--- src/rtl/lcd_pkg.sv ---
// Shared definitions for the LCD command scheduler: command codes, legality limit
// and scheduler state encodings.
package lcd_pkg;

  typedef enum logic [3:0] {
    CMD_WRITE       = 4'h0,
    CMD_SHIFT_UP    = 4'h1,
    CMD_SHIFT_DOWN  = 4'h2,
    CMD_SHIFT_LEFT  = 4'h3,
    CMD_SHIFT_RIGHT = 4'h4,
    CMD_MAX         = 4'h5,
    CMD_MIN         = 4'h6,
    CMD_AVG         = 4'h7,
    CMD_ROT_CCW     = 4'h8,
    CMD_ROT_CW      = 4'h9,
    CMD_MIRROR_X    = 4'hA,
    CMD_MIRROR_Y    = 4'hB
  } lcd_cmd_e;

  localparam logic [3:0] CMD_MAX_LEGAL = 4'hB;

  // Scheduler states kept as plain encoded constants for older tooling.
  typedef logic [2:0] sched_state_t;
  localparam sched_state_t ST_BOOT      = 3'd0;
  localparam sched_state_t ST_IDLE      = 3'd1;
  localparam sched_state_t ST_ISSUE     = 3'd2;
  localparam sched_state_t ST_WAIT_ACK  = 3'd3;
  localparam sched_state_t ST_WAIT_IDLE = 3'd4;
  localparam sched_state_t ST_WAIT_DONE = 3'd5;
  localparam sched_state_t ST_FIN       = 3'd6;

  function automatic logic is_legal(input logic [3:0] code);
    return code <= CMD_MAX_LEGAL;
  endfunction

endpackage

--- src/rtl/lcd_cmd_fifo.sv ---
// Synchronous command FIFO; simultaneous push and pop leave the level unchanged.
// DEPTH must be a power of two so the pointers wrap naturally.
module lcd_cmd_fifo #(
  parameter int DEPTH  = 4,
  parameter int DATA_W = 4
) (
  input  logic                       clk,
  input  logic                       reset,
  input  logic                       i_push,
  input  logic [DATA_W-1:0]          i_din,
  input  logic                       i_pop,
  output logic [DATA_W-1:0]          o_dout,
  output logic [$clog2(DEPTH):0]     o_level,
  output logic                       o_full,
  output logic                       o_empty
);

  localparam int PTR_W = $clog2(DEPTH);
  localparam int LVL_W = PTR_W + 1;

  logic [DATA_W-1:0] r_mem [DEPTH];
  logic [PTR_W-1:0]  r_wr_ptr;
  logic [PTR_W-1:0]  r_rd_ptr;
  logic [LVL_W-1:0]  r_level;
  logic              w_push;
  logic              w_pop;

  assign o_full  = (r_level == LVL_W'(DEPTH));
  assign o_empty = (r_level == '0);
  assign w_push  = i_push && !o_full;
  assign w_pop   = i_pop && !o_empty;
  assign o_dout  = r_mem[r_rd_ptr];
  assign o_level = r_level;

  always_ff @(posedge clk or posedge reset) begin
    if (reset) begin
      r_wr_ptr <= '0;
      r_rd_ptr <= '0;
      r_level  <= '0;
    end else begin
      if (w_push) r_wr_ptr <= r_wr_ptr + 1'b1;
      if (w_pop)  r_rd_ptr <= r_rd_ptr + 1'b1;
      case ({w_push, w_pop})
        2'b10:   r_level <= r_level + 1'b1;
        2'b01:   r_level <= r_level - 1'b1;
        default: r_level <= r_level;
      endcase
    end
  end

  // Storage is not reset; only the pointers define which entries are valid.
  always_ff @(posedge clk) begin
    if (w_push) r_mem[r_wr_ptr] <= i_din;
  end

endmodule

--- src/rtl/lcd_cmd_scheduler.sv ---
// Front-end sequencer for the 8x8 image-display engine: round-robin host arbitration,
// command FIFO and engine issue FSM. Optional perf counter under LCD_SCHED_PERF_EN.
module lcd_cmd_scheduler
  import lcd_pkg::*;
#(
  parameter int DEPTH = 4,
  parameter int CNT_W = 8
) (
  input  logic                   clk,
  input  logic                   reset,
  input  logic [3:0]             h0_cmd,
  input  logic                   h0_valid,
  output logic                   h0_ready,
  input  logic [3:0]             h1_cmd,
  input  logic                   h1_valid,
  output logic                   h1_ready,
  output logic [3:0]             eng_cmd,
  output logic                   eng_cmd_valid,
  input  logic                   eng_busy,
  input  logic                   eng_done,
  output logic [$clog2(DEPTH):0] fifo_level,
  output logic                   sched_done,
  output logic [CNT_W-1:0]       drop_cnt
`ifdef LCD_SCHED_PERF_EN
  ,
  output logic [15:0]            perf_cycles
`endif
);

  sched_state_t     r_state;
  logic             r_rr;
  logic             r_sealed;
  logic             r_sched_done;
  logic [3:0]       r_eng_cmd;
  logic [CNT_W-1:0] r_drop_cnt;

  logic             w_open;
  logic             w_grant0;
  logic             w_grant1;
  logic             w_xfer0;
  logic             w_xfer;
  logic [3:0]       w_in_cmd;
  logic             w_legal;
  logic             w_push;
  logic             w_drop;
  logic             w_pop;
  logic [3:0]       w_head;
  logic             w_full;
  logic             w_empty;
  logic [$clog2(DEPTH):0] w_level;

  // Any port may only transfer while the queue has room and the stream is still open.
  assign w_open   = !w_full && !r_sealed && (r_state != ST_FIN);
  assign w_grant0 = h0_valid && (!h1_valid || !r_rr);
  assign w_grant1 = h1_valid && (!h0_valid || r_rr);
  assign h0_ready = w_grant0 && w_open;
  assign h1_ready = w_grant1 && w_open;

  assign w_xfer0  = h0_ready;
  assign w_xfer   = h0_ready || h1_ready;
  assign w_in_cmd = w_xfer0 ? h0_cmd : h1_cmd;
  assign w_legal  = is_legal(w_in_cmd);
  assign w_push   = w_xfer && w_legal;
  assign w_drop   = w_xfer && !w_legal;
  assign w_pop    = (r_state == ST_IDLE) && !w_empty && !eng_busy;

  lcd_cmd_fifo #(
    .DEPTH  (DEPTH),
    .DATA_W (4)
  ) u_fifo (
    .clk     (clk),
    .reset   (reset),
    .i_push  (w_push),
    .i_din   (w_in_cmd),
    .i_pop   (w_pop),
    .o_dout  (w_head),
    .o_level (w_level),
    .o_full  (w_full),
    .o_empty (w_empty)
  );

  // Illegal codes still count as a transfer for fairness, but are only tallied.
  always_ff @(posedge clk or posedge reset) begin
    if (reset) begin
      r_rr       <= 1'b0;
      r_sealed   <= 1'b0;
      r_drop_cnt <= '0;
    end else begin
      if (w_xfer) r_rr <= w_xfer0;
      if (w_push && (w_in_cmd == CMD_WRITE)) r_sealed <= 1'b1;
      if (w_drop && (r_drop_cnt != {CNT_W{1'b1}})) r_drop_cnt <= r_drop_cnt + 1'b1;
    end
  end

  always_ff @(posedge clk or posedge reset) begin
    if (reset) begin
      r_state      <= ST_BOOT;
      r_eng_cmd    <= 4'h0;
      r_sched_done <= 1'b0;
    end else begin
      case (r_state)
        ST_BOOT: begin
          if (!eng_busy) r_state <= ST_IDLE;
        end
        ST_IDLE: begin
          if (w_pop) begin
            r_eng_cmd <= w_head;
            r_state   <= ST_ISSUE;
          end
        end
        ST_ISSUE: begin
          r_state <= ST_WAIT_ACK;
        end
        ST_WAIT_ACK: begin
          if (eng_busy) r_state <= (r_eng_cmd == CMD_WRITE) ? ST_WAIT_DONE : ST_WAIT_IDLE;
        end
        ST_WAIT_IDLE: begin
          if (!eng_busy) r_state <= ST_IDLE;
        end
        ST_WAIT_DONE: begin
          if (eng_done) begin
            r_sched_done <= 1'b1;
            r_state      <= ST_FIN;
          end
        end
        ST_FIN: begin
          r_state <= ST_FIN;
        end
        default: begin
          r_state <= ST_BOOT;
        end
      endcase
    end
  end

  assign eng_cmd       = r_eng_cmd;
  assign eng_cmd_valid = (r_state == ST_ISSUE);
  assign fifo_level    = w_level;
  assign sched_done    = r_sched_done;
  assign drop_cnt      = r_drop_cnt;

`ifdef LCD_SCHED_PERF_EN
  logic [15:0] r_perf_cycles;

  // Counts every post-boot cycle and freezes once the scheduler reaches FIN.
  always_ff @(posedge clk or posedge reset) begin
    if (reset) begin
      r_perf_cycles <= 16'h0000;
    end else if ((r_state != ST_BOOT) && (r_state != ST_FIN) && (r_perf_cycles != 16'hFFFF)) begin
      r_perf_cycles <= r_perf_cycles + 16'h0001;
    end
  end

  assign perf_cycles = r_perf_cycles;
`endif

endmodule

--- config.mk ---
export PLATFORM = sky130hd
export DESIGN_NAME = lcd_cmd_scheduler
export DESIGN_NICKNAME = d
export VERILOG_FILES = /design/src/rtl/lcd_pkg.sv /design/src/rtl/lcd_cmd_fifo.sv /design/src/rtl/lcd_cmd_scheduler.sv
export SDC_FILE = /design/constraint.sdc
export NUM_CORES = 1
export LEC_CHECK = 0
export CELL_PAD_IN_SITES_DETAIL_PLACEMENT = 0
export CELL_PAD_IN_SITES_GLOBAL_PLACEMENT = 1
export CORE_UTILIZATION = 39
export CTS_CLUSTER_DIAMETER = 40
export DETAILED_ROUTE_END_ITERATION = 16
export PLACE_DENSITY_LB_ADDON = 0.08
export SLEW_MARGIN = 20
export SYNTH_ARGS = -nofsm -noshare
export SYNTH_HDL_FRONTEND = slang
export SYNTH_SLANG_ARGS = --single-unit
export TNS_END_PERCENT = 30
--- constraint.sdc ---
create_clock -name clk -period 4.1 [get_ports clk]
set_input_delay 0.82 -clock clk [delete_from_list [all_inputs] [get_ports clk]]
set_output_delay 0.82 -clock clk [all_outputs]
set_load 0.01 [all_outputs]
Word-level counts from Yosys, hierarchy flattened
Memories as Yosys holds them, arrays and structs flattened. A register that Yosys moved wholly into a read port is not among the register bits. Cells that the tools add are included.

Add/subtract/negate cells: 5. $lt $le $gt $ge: 1. Eq/ne operators: 15. Reduce and logical (&&, ||, !) cells: 34. Mux-type cells: 10.

Operators with widths (number): $pmux 3 s6 (1); $logic_and 1x1->1 (14); $eq 3x3->1 const B (4); $mux 3 (4); $add 8x1->8 const B (1); $logic_not 1->1 (8); $logic_not 4->1 (2); $ne 8x8->1 const B (1); $eq 3x2->1 const B (2); $logic_not 3->1 (2); $ne 2x2->1 const B (3); $pmux 3 s2 (1); $add 2x1->2 const B (2); $le 4x4->1 const B (1); $mux 4 (1); $reduce_and 2->1 (2); $reduce_and 4->1 (1); $add 3x1->3 const B (1); $eq 3x1->1 const B (1); $logic_or 1x1->1 (3); $mux 1 (3); $ne 3x3->1 const B (1); $sub 3x1->3 const B (1); $eq 2x1->1 const B (1); other kinds (4) (4).

Memories: 1. Bits in writable memories: 16. Output and inout port bits: 19. Flip-flop bits (word level): 21. Word-level logic and storage cells: 74.

Memory list: u_fifo.r_mem (depth 4, width 4, rd ports 1, clocked after Yosys merged registers in 1, wr ports 1, line lcd_cmd_fifo.sv:21) `logic [DATA_W-1:0] r_mem [DEPTH];`.

Depth between registers and ports, before layout
Gate-level depths: netlist of the first run.

Word-level depth: 11. Gate-level depth with buffers: 11.

By module
Synthesis of the first run repeated with hierarchy kept, for this count alone.

Cell total of the unflattened synthesis: 161. Area, all modules: 2145.8 um^2.

Modules (own cells, without submodules): lcd_cmd_scheduler (area each 1124.8 um^2, sequential area each 450.4 um^2, times used 1, cells each 102); lcd_cmd_fifo (area each 1021.0 um^2, sequential area each 655.6 um^2, times used 1, cells each 59).

Least setup slack after synthesis of the first run
Ideal clock, no wire load.

Path type: input to register. Start: input port h0_valid. End: register u_fifo.r_level[2], in the netlist u_fifo.o_level[2]. Stages: 10. Path buffers: 0. Slack: 1.449 ns. Data arrival time: 2.571 ns. Cells stage by stage: a21bo_4 -> mux2i_4 -> and2b_4 -> inv_1 -> ha_1 -> inv_1 -> fa_1 -> xor2_1 -> nor2_1 -> xor2_1.

Word-level cells in the longest chain between the ends: 9. Elaborated cells between the ends (all ways): 15. Those cells by class: order compare: 1; eq/ne: 2; mux: 2; reduce/logical: 10.

RTL lines: from (decl) (line lcd_cmd_scheduler.sv:12) `input logic h0_valid,`; parallel branches: the longest is 5 deep, another holds $le 4x4->1; $logic_and 1x1->1 * (line lcd_cmd_scheduler.sv:63) `assign w_push = w_xfer && w_legal;`; $logic_and 1x1->1 * (line lcd_cmd_fifo.sv:30) `assign w_push = i_push && !o_full;`; $eq 2x1->1 or $eq 2x2->1 (tied branches) (line lcd_cmd_fifo.sv:43) `case ({w_push, w_pop})`; $pmux 3 s2 or $reduce_bool 2->1 (tied branches); to (signal assigned) (line lcd_cmd_fifo.sv:44) `2'b10: r_level <= r_level + 1'b1;`; to (signal assigned) (line lcd_cmd_fifo.sv:45) `2'b01: r_level <= r_level - 1'b1;`; to (signal assigned) (line lcd_cmd_fifo.sv:46) `default: r_level <= r_level;`; to (decl) (line lcd_cmd_fifo.sv:24) `logic [LVL_W-1:0] r_level;`.

Mark *: on every way between the ends. A chain may end at the register's enable or synchronous reset.

Final worst setup path of the first run
Start: input port h0_valid. End: output port h0_ready.

Word-level cells in the longest chain between the ends: 2.

RTL lines: $logic_and 1x1->1 (line lcd_cmd_scheduler.sv:54) `assign w_grant0 = h0_valid && (!h1_valid || !r_rr);`; $logic_and 1x1->1 (line lcd_cmd_scheduler.sv:56) `assign h0_ready = w_grant0 && w_open;`; to (decl) (line lcd_cmd_scheduler.sv:13) `output logic h0_ready,`.

Every way passes these cells.

==> results of run 1 <==
## per-stage QoR
step                      area [sq um]  setup WS [ns]  power [mW]  cells
after floorplan                   2100           1.45        1.16    160
after global placement            2500          0.716        1.40    259
after detailed placement          2500          0.685        1.42    259
after CTS                         2610          0.681        1.76    267
after global routing              2610          0.621        1.87    267
final                             2610          0.689        1.73    267
## cells by family after synthesis
group,after synthesis
xor+xnor,10
buf+inv,12
compound gates,13
flops,41
fa+ha+maj,7
mux,21
simple gates,56
## routing by layer
| layer | GRT usage (%) | routed length [microns] |
|---|---|---|
| met5 | 0 | 0 |
| met3 | 2.78 | 157 |
| met4 | 7.41 | 61 |
| met1 | 19.7 | 1810 |
| met2 | 26.8 | 1960 |
## critical path: stages
cell                              delay (ns)
sky130_fd_sc_hd__clkdlybuf4s50_1        0.50
sky130_fd_sc_hd__a21bo_4                0.28
sky130_fd_sc_hd__nor4_4                 0.25
sky130_fd_sc_hd__buf_4                  0.20
sky130_fd_sc_hd__clkdlybuf4s50_1        0.54
## power groups by stage
stage / clock network, mW / logic [mW] / registers [mW]
final: 0.327 / 0.679 / 0.726
after global routing: 0.353 / 0.760 / 0.756
after CTS: 0.338 / 0.691 / 0.730
after detailed placement: 0 / 0.687 / 0.737
after global placement: 0 / 0.668 / 0.729
after floorplan: 0 / 0.461 / 0.696
## synthesized netlist by cell type, drive strengths merged (2+ instances only)
cell type  instances
dfrtp             25
edfxtp            16
mux2              12
nand2             10
nor2               9
inv                8
xnor2              7
and3               6
ha                 6
mux2i              5
and2               4
mux4               4
nand2b             4
nand3              4
nor4               4
o21ai              4
nand4              3
nor3               3
xor2               3
buf                2
clkbuf             2
nor2b              2
## flip-flops by register name, summed over array words and instances, names as in the netlist
register	cells
drop_cnt	8
eng_cmd	4
r_rr	1
r_sealed	1
r_state	3
sched_done	1
u_fifo.o_level	3
u_fifo.r_mem	16
u_fifo.r_rd_ptr	2
u_fifo.r_wr_ptr	2
## how the worst min path moves through the flow
stage	from	endpoint	cells after the start
floorplan	sched_done$_DFFE_PP0P_	sched_done$_DFFE_PP0P_	1
global placement	sched_done$_DFFE_PP0P_	sched_done$_DFFE_PP0P_	1
detailed placement	sched_done$_DFFE_PP0P_	sched_done$_DFFE_PP0P_	1
CTS	sched_done$_DFFE_PP0P_	sched_done$_DFFE_PP0P_	1
global route	sched_done$_DFFE_PP0P_	sched_done$_DFFE_PP0P_	1
finish	sched_done$_DFFE_PP0P_	sched_done$_DFFE_PP0P_	1
## layout make-up
cell class,instances,area share (%)
inverters,8,1.15
well taps,70,3.36
repair buffers,33,12.6
flip-flops and latches,41,42.4
clock buffers,6,2.78
multi-input cells,107,36.3
clock inverters,2,1.49
==> impl_summary.md, run 1 <==
Clocking
The number of gates resized after CTS was 0. In this run the post-CTS setup repair buffer count came out at 0. For the worst-skew pair, the clock arrives at the later sink with an insertion delay of 0.30 ns. Clock-pin slew was measured on the worst setup and hold paths at roughly 0.080 ns. Counting the buffers created by CTS gives 5.

Clock tree synthesis found a total of 41 sinks. The buffer depth of the longest clock path is 2. The cell at the root of the clock tree is sky130_fd_sc_hd__clkbuf_8. TritonCTS built the clock tree.

The number of levels in the clock H-tree is 2. The number of hold buffers added after CTS was 0.

Timing
For the pin with the worst max-slew slack, the measured transition is 0.933 ns. The number of max-slew violations in the final report is 0. The aggregate negative setup slack is 0 ns. For the finished layout, the period the worst path requires is ~3.4 ns.

The number of setup violations in the final report is 0. Setup repair after global routing left no endpoint under its margin. The final-report hold violation count came to 0.

Final hold analysis gives a worst-case slack of between 0.4 and 0.5 ns. Headroom to the max-slew limit came out at 37.4%. The ratio of final minimum period to clock period is 83.2%. The clock skew is 0.00590 ns.

Derived from the worst setup path, the maximum achievable clock frequency is 0.293 GHz.

Synthesis
Counting flops with an async set or reset pin after synthesis yields a share of 61.0%. The dominant combinational cell family by area after synthesis is simple AND/OR/NAND/NOR gates. The largest total area in the synthesized netlist belongs to sky130_fd_sc_hd__dfrtp_1.

The top flip-flop cell by instance count after synthesis is sky130_fd_sc_hd__dfrtp_1. The Yosys warning count is 0. The number of nets in the synthesized netlist is between 150 and 200. Yosys mapped the design onto 44 distinct sky130hd cell types. Summing the areas of all compound-gate instances in the mapped netlist gives just under 5% of the synthesized area. The basic-gate share of the synthesized area counting and, or, nand and nor cells is 17.6%. The cell count after synthesis came out at 160. After Yosys synthesis, XOR and XNOR cells account for 4.17% of the synthesized area. The adder-cell share of the synthesized area is approximately 4.5%. The multiplexer share of the synthesized area is 13.9%. The total standard cell area after synthesis is between 2000 and 2500 sq um.

In the post-synthesis netlist, the biggest area contributors are sky130_fd_sc_hd__dfrtp_1 30%, sky130_fd_sc_hd__edfxtp_1 23%, sky130_fd_sc_hd__mux2_2 4.8%. The synthesized flop and latch total is 41. The sequential share of the synthesized area is 52.7%. The mean cell area of the mapped netlist is 13.1 sq um. The count of flip-flops with a built-in enable after synthesis is 16. The area share of the leading cell type in the synthesized netlist is 29.8%.

Final layout
Cells with a size suffix above 1 make up between 15 and 20% of the layout. The most common library cell in the layout ignoring fill and taps is sky130_fd_sc_hd__clkdlybuf4s50_1. Registers take 1110 sq um. Relative to the synthesized area, the layout overhead comes to 24.2%. Fill cells in the final layout number 483. Summing all multi-input logic gate instances after layout gives between 900 and 1000 sq um. The final antenna diode count is 0. At the end of the flow the core is filled with cells to between 50% and 60%. Leaving out fill and tap cells, the most frequent cells in the layout are 32 x sky130_fd_sc_hd__clkdlybuf4s50_1, 25 x sky130_fd_sc_hd__dfrtp_1, 16 x sky130_fd_sc_hd__edfxtp_1. The net count of the finished layout is 217.

Global routing
The maximum number of pins on one net before global-route repair is 26. The total track usage is between 15 and 20%. The initial antenna violation count is 0.

The wire length of the first global-routing pass is 6.51 mm. The via count of the first global-routing pass was 1,411. Global routing finished with a remaining overflow of 0.

Power
The cell-internal power is 1.14 mW. In this run, the combinational gates consume between 30% and 40% of the power. The share of power burned in registers is 41.9%. For this design the total switching power over the nets is 0.591 mW. In this run the static leakage power is 1.02 nW. The clock share of power is 18.9%.

The net switching fraction of the power is between 30% and 40%. The power density relative to cell area is 664 nW/um^2. The maximum vdd ir drop is 0.340 mV.

Drt
After detailed routing, the number of remaining DRC violations is 0. After the first detailed-routing iteration, the DRC count stood at 42. After detailed routing, the average wire length per cell comes to 15.0 microns. The via count of the routed design is 1,348. For this block, the routed nets add up to 3.99 mm of wire. The mean number of vias per cell is 5.05. The detail route stage leaves a number of antenna-violating nets equal to 0. Before antenna repair, the detailed router went through 4 iterations.

Floorplan
The die is 75.4 microns wide. The number of top-level design ports is 33. The cell row count is 26. The floorplan step defined a die boundary enclosing 5680 sq um. The area of the core is about 5000 sq um. The floorplan die height is 75.4 microns. The starting density of the core is 40.9%.

Worst setup path
The startpoint type of the worst setup path is an input pin. The category of the most critical setup path is in2out. The endpoint required time on the critical path is 3.28 ns. The type of element capturing the critical path is a primary output.

The worst register-to-register path ends at u_fifo.o_level[2]$_DFFE_PP0P_. Of all nets on the critical path, the largest fanout is 6. Data on the critical path arrives at its endpoint at roughly 2.6 ns. The setup slack on the worst flop-to-flop path is 1.67 ns. The critical path ends at h0_ready. The startpoint of the worst register-to-register path is r_state[2]$_DFFE_PP0P_. The critical path starts at h0_valid. The worst register-to-register path has a depth of 10.

Outcome
The run finished with clean final reports.

Hold path
In this run the worst hold path is classified as reg2reg.

Placement
The number of port buffers is 32. The HPWL after detailed placement is 3.00 mm. The final weighted congestion of routability-driven global placement is 0.823.

Flow run
Max-cap violations in this run came to 0.
Note: power is estimated with default switching activity, not from simulation.
==> run 2: changes to the inputs <==
Clock period 4.1 ns to 3.2 ns, I/O delays scaled along.
==> run 2 against run 1 <==
Effect of this change:
- register-to-register slack got worse by 0.85 ns
- power rose by 25%
- critical path depth fell by 1
- combinational power rose by 32%
- design area barely moved
- worst setup slack got worse by 0.44 ns
- sequential cell count did not move
- cell count rose by 1.1%
- non-clock buffer count rose by 3
- sequential power rose by 29%
- global-route usage rose by 0.48 points
- largest power group unchanged
- highest routed layer unchanged
==> impl_summary.md, run 2 (synthesized netlist as in run 1, its figures left out) <==
Timing
The clock arrives with 0.00459 ns of skew. The number of max-slew violations in the final report is 0. Setup violations remaining at the end of the flow were counted as 0. The slew at the pin closest to its max-slew limit is 0.941 ns.

The worst hold slack across all endpoints is ~0.48 ns. Setup repair after global routing left no endpoint under its margin. The aggregate negative setup slack is 0 ns. The ratio of final minimum period to clock period is 92.3%. The final-report hold violation count came to 0. The fmax is between 0.3 and 0.4 GHz. The relative slew slack is around 37%.

The clock period minus final worst setup slack is approximately 3.0 ns.

Drt
The remaining design rule violation count is 0. After detailed routing, the total wire length is roughly 4.0 mm. The final antenna-violating net count is 0. The first-iteration detailed-routing DRC count is 52. In the final routed layout, each cell accounts on average for 14.9 microns. After detailed routing, the number of vias per cell comes to slightly above 5. The iteration count of the initial detailed-routing pass is 4.

Across all layers, the routed design uses 1,375 vias.

Floorplan
Once the floorplan was initialized, standard cells occupied 40.9% of the core. The floorplan step set the die height to 75.4 microns. The die covers 5680 sq um. The area of the core is 5140 sq um. The cell row count is 26. In this run the horizontal extent of the chip is 75.4 microns.

During I/O placement, the number of pins put on the boundary was 33.

Clocking
The tree is rooted in a sky130_fd_sc_hd__clkbuf_8. Clock tree synthesis inserted a total of 5 buffers. Counting every sink on the clock net gives 41. For this design, the CTS-stage hold fixing added 0 buffers. The clock tree from TritonCTS is built. The clock tree synthesis step divided the H-tree into 2 levels. Gates resized during post-CTS repair numbered 0. The clock latency reported for the late side of the worst-skew pair is roughly 0.30 ns. The number of post-CTS setup repair buffers is 0. The longest clock path from root to sink contains 2 buffers.

The clock-pin slew on the worst setup and hold paths is 0.08 ns.

Global routing
Summed over all layers, the global routing overflow is 0. The wire length of the first global-routing pass is 6.63 mm. The via count of the first global-routing pass is roughly 1,400. Global routing consumed, over all layers together, 16.3% of the routing resources.

The initial antenna violation count is 0. The maximum number of pins on one net before global-route repair is 26.

Flow run
The max-capacitance violation count is 0.

Worst setup path
On the critical path, the stage with the largest delay is an instance of sky130_fd_sc_hd__clkdlybuf4s50_1. In this run the register-to-register setup slack is 0.82 ns. The endpoint required time on the critical path is 2.56 ns. The type of element capturing the critical path is a primary output.

For this run, the slowest stage of the critical path takes between 0.5 and 0.6 ns. The arrival time of data at the critical path endpoint is 2.31 ns. The buffer and inverter count on the worst path is 2. The worst setup path is launched from an input pin. The critical path is of the in2out type. The cell with the most instances on the worst path is sky130_fd_sc_hd__clkdlybuf4s50_1. The top fanout value on the critical path is 4. Grouping stages by cell kind, the critical path spends the most delay in buffers and inverters. Walking the worst path, the cells encountered are clkdlybuf4s50_1 > a21bo_4 > nor4_4 > clkdlybuf4s50_1.

Outcome
The run finished with clean final reports.

Final layout
The total area of multi-input combinational cells is 947 sq um. Counting the fill cells in the layout gives 458. The area added between synthesis and finish is 24.2%. The final antenna diode count is 0. The most common library cell in the layout ignoring fill and taps is sky130_fd_sc_hd__clkdlybuf4s50_1. The number of nets at the end of the flow is 220.

In the layout the commonest cells are 32 x sky130_fd_sc_hd__clkdlybuf4s50_1, 25 x sky130_fd_sc_hd__dfrtp_1, 16 x sky130_fd_sc_hd__edfxtp_1. After routing the design area is 2610 sq um. Summing all flip-flop and latch instances after layout gives approximately 1100 sq um. For this run, the share of the core covered by cells in the final layout is 50.8%.

The post-route netlist has 17.5% of its cells at a drive strength greater than 1. More flip-flops sit in one register than any other, and that register is u_fifo.r_mem. The register with the most flip-flops in the layout has 16 of them.

Power
The total leakage power is just over 1 nW. The power density relative to cell area is 832 nW/um^2. The internal power of the cells totals roughly 1.4 mW. The clock network is responsible for 15.8% of the overall power. The share of power burned in registers is between 40 and 50%. The maximum vdd ir drop is around 0.43 mV.

The net switching fraction of the power is 35.7%. Summed over all nets, the switching power comes to 0.776 mW. Per report_power, the combinational group accounts for 41.1% of the total.

Placement
The area of placed instances is approximately 2500 sq um. The number of port buffers is 32. Detailed placement finished with a half-perimeter wire length of approximately 3.0 mm. At the end of routability-driven placement, the weighted congestion stood at between 0.7 and 0.8.

Hold path
The class of the worst hold path is reg2reg.
-- run 2: worst paths after layout --
kind                                                     from                            end  cells past startpoint
min in group asynchronous                               reset         sched_done$_DFFE_PP0P_                      2
max in group asynchronous                               reset        drop_cnt[1]$_DFFE_PP0P_                      2
worst min-delay path                   sched_done$_DFFE_PP0P_         sched_done$_DFFE_PP0P_                      1
worst min register to register         sched_done$_DFFE_PP0P_         sched_done$_DFFE_PP0P_                      1
worst max register to register  u_fifo.o_level[0]$_DFFE_PP0P_  u_fifo.o_level[2]$_DFFE_PP0P_                     10
worst max-delay path                                 h0_valid                       h0_ready                      4
-- run 2: power by group through the flow --
| stage | logic, mW | clock network [mW] | registers (mW) |
|---|---|---|---|
| after floorplan | 0.591 | 0 | 0.892 |
| after global placement | 0.876 | 0 | 0.938 |
| after detailed placement | 0.902 | 0 | 0.948 |
| after CTS | 0.905 | 0.351 | 0.938 |
| after global routing | 0.987 | 0.373 | 0.966 |
| final | 0.893 | 0.344 | 0.934 |
-- run 2: cell type report --
type / instances / area share, %
Timing Repair Buffer: 36 / 13.4
Tap cell: 70 / 3.36
Inverter: 8 / 1.15
Sequential cell: 41 / 42.4
Clock buffer: 6 / 2.78
Multi-Input combinational cell: 107 / 36.3
Clock inverter: 2 / 0.576
-- run 2: stage by stage --
step	cells	total power, mW	setup WS [ns]
2_1_floorplan	160	1.48	0.729
3_3_place_gp	262	1.81	0.242
3_5_place_dp	262	1.85	0.194
4_1_cts	270	2.19	0.241
5_1_grt	270	2.33	0.198
6_report	270	2.17	0.247
-- run 2: worst reg2reg max path: cells and delay by family (launching register included) --
family,cells,cell delay (ns)
and+or+nand+nor,4,0.89
adders and majority gates,2,0.54
DFF,1,0.46
xor gates and xnor gates,2,0.30
buffers and inverters,2,0.12
-- run 2: per-layer routing --
layer	part of all wire, %	routed length [microns]	global-route usage (%)	vias up
met3	4.9	197	3.57	10
met1	44	1780	20.7	671
met5	0	0	0	-
met4	2.2	88	7.82	0
met2	49	1960	26.5	36
li1	-	-	-	658
